`src/rtl/paddsub_arb_if.sv`:
```
// Requester/response bundle for paddsub_arb: two operand-pair request ports and one result port.
// rsp_sat exists only when PADDSUB_ARB_SATFLAG_EN is defined.
interface paddsub_arb_if;
   logic        req0_valid;
   logic [15:0] req0_opa;
   logic [15:0] req0_opb;
   logic        req0_ready;
   logic        req1_valid;
   logic [15:0] req1_opa;
   logic [15:0] req1_opb;
   logic        req1_ready;
   logic        rsp_valid;
   logic        rsp_id;
   logic [15:0] rsp_data;
`ifdef PADDSUB_ARB_SATFLAG_EN
   logic [3:0]  rsp_sat;
`endif
   logic        rsp_ready;

   modport master (
      output req0_valid, req0_opa, req0_opb,
      input  req0_ready,
      output req1_valid, req1_opa, req1_opb,
      input  req1_ready,
      input  rsp_valid, rsp_id, rsp_data,
`ifdef PADDSUB_ARB_SATFLAG_EN
      input  rsp_sat,
`endif
      output rsp_ready
   );

   modport slave (
      input  req0_valid, req0_opa, req0_opb,
      output req0_ready,
      input  req1_valid, req1_opa, req1_opb,
      output req1_ready,
      output rsp_valid, rsp_id, rsp_data,
`ifdef PADDSUB_ARB_SATFLAG_EN
      output rsp_sat,
`endif
      input  rsp_ready
   );
endinterface

```
`src/rtl/paddsub_arb.sv`:
```
// Round-robin arbiter + 2-stage pipeline in front of a shared 4x4-bit signed saturating adder.
// Optional per-lane saturation flags on rsp_sat when PADDSUB_ARB_SATFLAG_EN is defined.

module paddsub (
   input  logic [15:0] opa,
   input  logic [15:0] opb,
   output logic [15:0] sum
);
   genvar gi;
   generate
      for (gi = 0; gi < 4; gi++) begin : g_lane
         logic [3:0] a_lane;
         logic [3:0] b_lane;
         logic [3:0] raw_lane;
         logic       ovf_lane;
         assign a_lane   = opa[4*gi +: 4];
         assign b_lane   = opb[4*gi +: 4];
         assign raw_lane = a_lane + b_lane;
         assign ovf_lane = (a_lane[3] == b_lane[3]) && (raw_lane[3] != a_lane[3]);
         assign sum[4*gi +: 4] = ovf_lane ? (a_lane[3] ? 4'h8 : 4'h7) : raw_lane;
      end
   endgenerate
endmodule

module paddsub_arb (
   input  logic           clk,
   input  logic           rst_n,
   paddsub_arb_if.slave   bus
);
   logic        last_reg;
   logic        s1_valid_reg;
   logic        s1_id_reg;
   logic [15:0] s1_opa_reg;
   logic [15:0] s1_opb_reg;
   logic        s2_valid_reg;
   logic        s2_id_reg;
   logic [15:0] s2_data_reg;

   logic        s2_free;
   logic        s1_free;
   logic        grant;
   logic        hs0;
   logic        hs1;
   logic        load;
   logic        advance;
   logic [15:0] sum;

   always_comb begin
      s2_free = !s2_valid_reg || bus.rsp_ready;
      s1_free = !s1_valid_reg || s2_free;
      // Contention goes to whoever did not win last; a lone requester always wins.
      if (bus.req0_valid && bus.req1_valid) grant = !last_reg;
      else                                  grant = bus.req1_valid;
      hs0     = bus.req0_valid && s1_free && !grant;
      hs1     = bus.req1_valid && s1_free && grant;
      load    = hs0 || hs1;
      advance = s1_valid_reg && s2_free;
   end

   assign bus.req0_ready = s1_free && !grant;
   assign bus.req1_ready = s1_free && grant;

   paddsub u_paddsub (
      .opa (s1_opa_reg),
      .opb (s1_opb_reg),
      .sum (sum)
   );

   always_ff @(posedge clk or negedge rst_n) begin
      if (!rst_n) begin
         last_reg     <= 1'b1;
         s1_valid_reg <= 1'b0;
         s1_id_reg    <= 1'b0;
         s1_opa_reg   <= 16'h0000;
         s1_opb_reg   <= 16'h0000;
      end else begin
         if (load) begin
            s1_valid_reg <= 1'b1;
            s1_id_reg    <= grant;
            s1_opa_reg   <= grant ? bus.req1_opa : bus.req0_opa;
            s1_opb_reg   <= grant ? bus.req1_opb : bus.req0_opb;
            last_reg     <= grant;
         end else if (s2_free) begin
            s1_valid_reg <= 1'b0;
         end
      end
   end

   always_ff @(posedge clk or negedge rst_n) begin
      if (!rst_n) begin
         s2_valid_reg <= 1'b0;
         s2_id_reg    <= 1'b0;
         s2_data_reg  <= 16'h0000;
      end else begin
         if (advance) begin
            s2_valid_reg <= 1'b1;
            s2_id_reg    <= s1_id_reg;
            s2_data_reg  <= sum;
         end else if (bus.rsp_ready) begin
            s2_valid_reg <= 1'b0;
         end
      end
   end

   assign bus.rsp_valid = s2_valid_reg;
   assign bus.rsp_id    = s2_id_reg;
   assign bus.rsp_data  = s2_data_reg;

`ifdef PADDSUB_ARB_SATFLAG_EN
   logic [3:0] s1_ovf;
   logic [3:0] s2_sat_reg;
   genvar gi;
   generate
      for (gi = 0; gi < 4; gi++) begin : g_ovf
         logic [3:0] raw_lane;
         assign raw_lane   = s1_opa_reg[4*gi +: 4] + s1_opb_reg[4*gi +: 4];
         assign s1_ovf[gi] = (s1_opa_reg[4*gi+3] == s1_opb_reg[4*gi+3]) &&
                             (raw_lane[3] != s1_opa_reg[4*gi+3]);
      end
   endgenerate

   always_ff @(posedge clk or negedge rst_n) begin
      if (!rst_n)       s2_sat_reg <= 4'h0;
      else if (advance) s2_sat_reg <= s1_ovf;
   end

   assign bus.rsp_sat = s2_sat_reg;
`endif
endmodule

```
`src/flat_wrapper.sv`:
```
// flat-port wrapper written by rule: the top's interface ports become plain ports
module paddsub_arb_flat 
  (clk, rst_n, bus_req0_valid, bus_req0_opa, bus_req0_opb, bus_req0_ready, bus_req1_valid, bus_req1_opa, bus_req1_opb, bus_req1_ready, bus_rsp_valid, bus_rsp_id, bus_rsp_data, bus_rsp_ready);
  paddsub_arb_if bus_i ();
  input  logic clk;
  input  logic rst_n;
  input wire logic [$bits(bus_i.req0_valid)-1:0] bus_req0_valid;
  input wire logic [$bits(bus_i.req0_opa)-1:0] bus_req0_opa;
  input wire logic [$bits(bus_i.req0_opb)-1:0] bus_req0_opb;
  output wire logic [$bits(bus_i.req0_ready)-1:0] bus_req0_ready;
  input wire logic [$bits(bus_i.req1_valid)-1:0] bus_req1_valid;
  input wire logic [$bits(bus_i.req1_opa)-1:0] bus_req1_opa;
  input wire logic [$bits(bus_i.req1_opb)-1:0] bus_req1_opb;
  output wire logic [$bits(bus_i.req1_ready)-1:0] bus_req1_ready;
  output wire logic [$bits(bus_i.rsp_valid)-1:0] bus_rsp_valid;
  output wire logic [$bits(bus_i.rsp_id)-1:0] bus_rsp_id;
  output wire logic [$bits(bus_i.rsp_data)-1:0] bus_rsp_data;
  input wire logic [$bits(bus_i.rsp_ready)-1:0] bus_rsp_ready;
  assign bus_i.req0_valid = bus_req0_valid;
  assign bus_i.req0_opa = bus_req0_opa;
  assign bus_i.req0_opb = bus_req0_opb;
  assign bus_req0_ready = bus_i.req0_ready;
  assign bus_i.req1_valid = bus_req1_valid;
  assign bus_i.req1_opa = bus_req1_opa;
  assign bus_i.req1_opb = bus_req1_opb;
  assign bus_req1_ready = bus_i.req1_ready;
  assign bus_rsp_valid = bus_i.rsp_valid;
  assign bus_rsp_id = bus_i.rsp_id;
  assign bus_rsp_data = bus_i.rsp_data;
  assign bus_i.rsp_ready = bus_rsp_ready;
  paddsub_arb u_core (.clk(clk), .rst_n(rst_n), .bus(bus_i));
endmodule
```
`config.mk`:
```
export PLATFORM = sky130hd
export DESIGN_NAME = paddsub_arb_flat
export DESIGN_NICKNAME = d
export VERILOG_FILES = /design/src/rtl/paddsub_arb_if.sv /design/src/rtl/paddsub_arb.sv /design/src/flat_wrapper.sv
export SDC_FILE = /design/constraint.sdc
export NUM_CORES = 1
export LEC_CHECK = 0
export BUFFER_PORTS_ARGS = -buffer_cell sky130_fd_sc_hd__buf_2
export CAP_MARGIN = 20
export CORE_UTILIZATION = 47
export DETAILED_ROUTE_END_ITERATION = 10
export MAX_ROUTING_LAYER = met4
export PLACE_DENSITY = 0.76
export SETUP_SLACK_MARGIN = 0.02
export SLEW_MARGIN = 5
export SYNTH_ARGS = -nofsm -noshare
export SYNTH_HDL_FRONTEND = slang
export SYNTH_HIERARCHICAL = 1
export SYNTH_SLANG_ARGS = --single-unit
export TNS_END_PERCENT = 5
```
`constraint.sdc`:
```
create_clock -name clk -period 1.7 [get_ports clk]
set_clock_uncertainty 0.05 [all_clocks]
set_input_delay 0.255 -clock clk [delete_from_list [all_inputs] [get_ports clk]]
set_output_delay 0.255 -clock clk [all_outputs]
set_load 0.01 [all_outputs]
```
==> out/results.ini <==
[synth]
syn_inst = 269
synth-edff-count = 0
ys_seq_area_frac = 0.4297
async_reset_ff_frac = 1.000
synthMuxAreaShare = 0.06197
syn_area_um2 = 3089
syn_area_per_cell_um2 = 11.48
synth_xor_area_frac = 0.01134
synthAdderAreaFrac = 0.08748
yosysWarnings = 6
netlist_top_cells_area = dfrtp_1, a2bb2oi_1, o32ai_1, mux2_2, ha_1
synth_top_family_by_area = compound AO/OA/AOI/OAI gates
yosys.area_share.simple = 0.05751
synth_fp_nets = 354
synth_compound_gate_area_share = 0.2876
synth_cell_types = 39
synth_seq_cells = 53
netlist.area_leader.share = 0.4212
ys_dominant_reg_cell = dfrtp_1
synth_largest_area_cell = dfrtp_1

[place]
gp_congestion = 0.8970
hpwlAfterDp_mm = 5.335
io_buffers = 88
place_inst = 434
dpl_worst_slack_ns = -0.1203

[timing]
setup_viol = 13
hold_ws_ns = 0.1916
fmax_mhz = 551.5
maxSlewHeadroom = 0.7198
finalHoldViolCount = 0
min_period_over_period = 1.067
slew_violations = 0
fin_ws_ns = -0.1133
worst_slew_pin_slew_ns = 0.4190
rsz0062_at_grt = yes
fin_setup_tns_ns = -0.5698
post-route-min-period_ns = 1.813

[worst_hold_path]
hold_path.class = input pin to register

[layout]
final_cell_mix = buf_2, dfrtp_1, a2bb2oi_1
nets = 453
final_cell_count_no_fill = 446
multiInputGateArea_um2 = 1705
drive_gt1_frac = 0.4797
ff_latch_area_um2 = 1330
area_growth_pct = 27.74
layout_commonest_cell = buf_2
diodes = 0
fillers = 520

[floorplan]
die_area_um2 = 6901
core_area_um2 = 6350
die_h_um = 83.07
die_w_um = 83.07
ios = 89
initial_core_util = 0.4865
rows = 29

[global_route]
grt_max_degree = 39
grt_usage = 0.2371
grt_antenna_before_repair = 0
overflow = 0
first_global_vias = 2619
grt_pass1_wl_mm = 12.69

[worst_setup_path]
path_class = register to register
cp.arrival_ns = 1.96
worst_setup_path_end_kind = register
max_stage_delay_ns = 0.38
cp_slowest_cell = dfrtp_1
start_kind = register
cp.required_ns = 1.85
crit_fanout = 2
cp_cell_sequence = ha_2 > inv_1 > fa_2 > xnor2_1 > a211oi_2 > o22ai_1 > mux2_2

[pwr]
p_per_area_nw_per_um2 = 1244
ir_worst_vdd_mv = 0.7493
power.leakage_nw = 1.755
finalPower_mw = 4.908

[clock_tree]
numClockSinks = 53
cts_buffers = 5
clkTransAtPathRegs_ns = 0.10
clk_latency_ns = 0.31
clockBufferDepth = 2
root_buffer = clkbuf_8
cts_tree = done
htreeDepth = 2

[drt]
wirelength_mm = 7.419
vias = 2603
ant_nets = 0
viasPerCell = 5.836
route.detailed.drc = 0
drt_iter0_drc = 114
wl_per_cell_um = 16.63
drt-pass1-iter-count = 4

[run_status]
status = finished, violations left
violations = negative setup slack

[job]
max-cap-violations = 0

report_power, final:
part	total, mW	leakage [nW]	internal, mW	switching, mW
clock network	0.708	0.0439	0.286	0.423
logic	2.34	1.12	1.27	1.06
registers	1.86	0.593	1.60	0.259
area by class of cell:
| cell class | instances | share of cell area |
|---|---|---|
| Tap cell | 77 | 0.02441 |
| Timing Repair Buffer | 112 | 0.1684 |
| Sequential cell | 53 | 0.3370 |
| Multi-Input combinational cell | 179 | 0.4322 |
| Inverter | 17 | 0.01617 |
| Clock inverter | 3 | 0.004439 |
| Clock buffer | 5 | 0.01744 |
stage by stage:
| step | util | cell area (µm²) |
|---|---|---|
| finish | 0.6215 | 3946 |
| detailed placement | 0.5817 | 3694 |
| floorplan | - | 3104 |
| global route | 0.6215 | 3946 |
| CTS | 0.6037 | 3834 |
| global placement | 0.5817 | 3694 |
kinds of logic (layout without fill, tap and decap cells):
group | count (synthesis) | count (layout)
AND/OR/NAND/NOR | 29 | 29
multiplexers | 17 | 17
flip-flops | 53 | 53
buffers and inverters | 37 | 137
AO/OA/AOI/OAI | 109 | 109
XOR/XNOR | 4 | 4
adder cells (fa/ha/maj) | 20 | 20
synth_stat cells, types with 3 or more instances:
master / count
dfrtp_1: 52
a2bb2oi_1: 33
o32ai_1: 32
inv_1: 17
mux2_2: 17
a211oi_1: 12
ha_1: 12
a21oi_1: 9
buf_2: 9
a21o_1: 6
buf_6: 6
nand2b_1: 6
clkbuf_1: 4
fa_1: 4
maj3_1: 4
nor2b_1: 4
and2_1: 3
nand2_1: 3
nand3_1: 3
nor2_1: 3
o21a_1: 3
per-layer routing:
metal  part of all wire  track usage  up-vias
met1               0.47       0.3240     1255
met2               0.47       0.3726       85
li1                   -            -     1252
met3              0.046      0.03678       11
met4              0.014      0.05956        0
met5                  0            -        -
path summary, 6_finish.rpt:
| check | start | to | slack [ns] | cells after the start |
|---|---|---|---|---|
| setup / recovery | u_core/s1_opb_reg[0] | u_core/bus.rsp_data[2] | -0.11 | 7 |
| hold / removal | bus_req1_valid | u_core/s1_valid_reg | 0.19 | 3 |
| setup reg to reg | u_core/s1_opb_reg[0] | u_core/bus.rsp_data[2] | -0.11 | 7 |
| hold reg to reg | u_core/bus.rsp_data[13] | u_core/bus.rsp_data[13] | 0.46 | 1 |
| max in group asynchronous | rst_n | u_core/s1_opb_reg[1] | 0.70 | 3 |
| min in group asynchronous | rst_n | u_core/bus.rsp_data[11] | 0.35 | 2 |
critical path, delay by kind of cell, from the launching register on:
kind	cells	cell delay, ns
XOR/XNOR	1	0.16
multiplexers	1	0.26
AO/OA/AOI/OAI	2	0.26
buffers and inverters	1	0.06
flip-flops	1	0.38
adder cells (fa/ha/maj)	2	0.55
timing repair:
item                                    in CTS  in global routing
pin swaps                                    4                  7
endpoints found under the hold margin       14                  0
resized for setup                            9                 20
endpoints found under the setup margin      16                 17
hold buffers                                 1                  0
buffers inserted                             0                  3
Note: power is estimated with default switching activity, not from simulation.
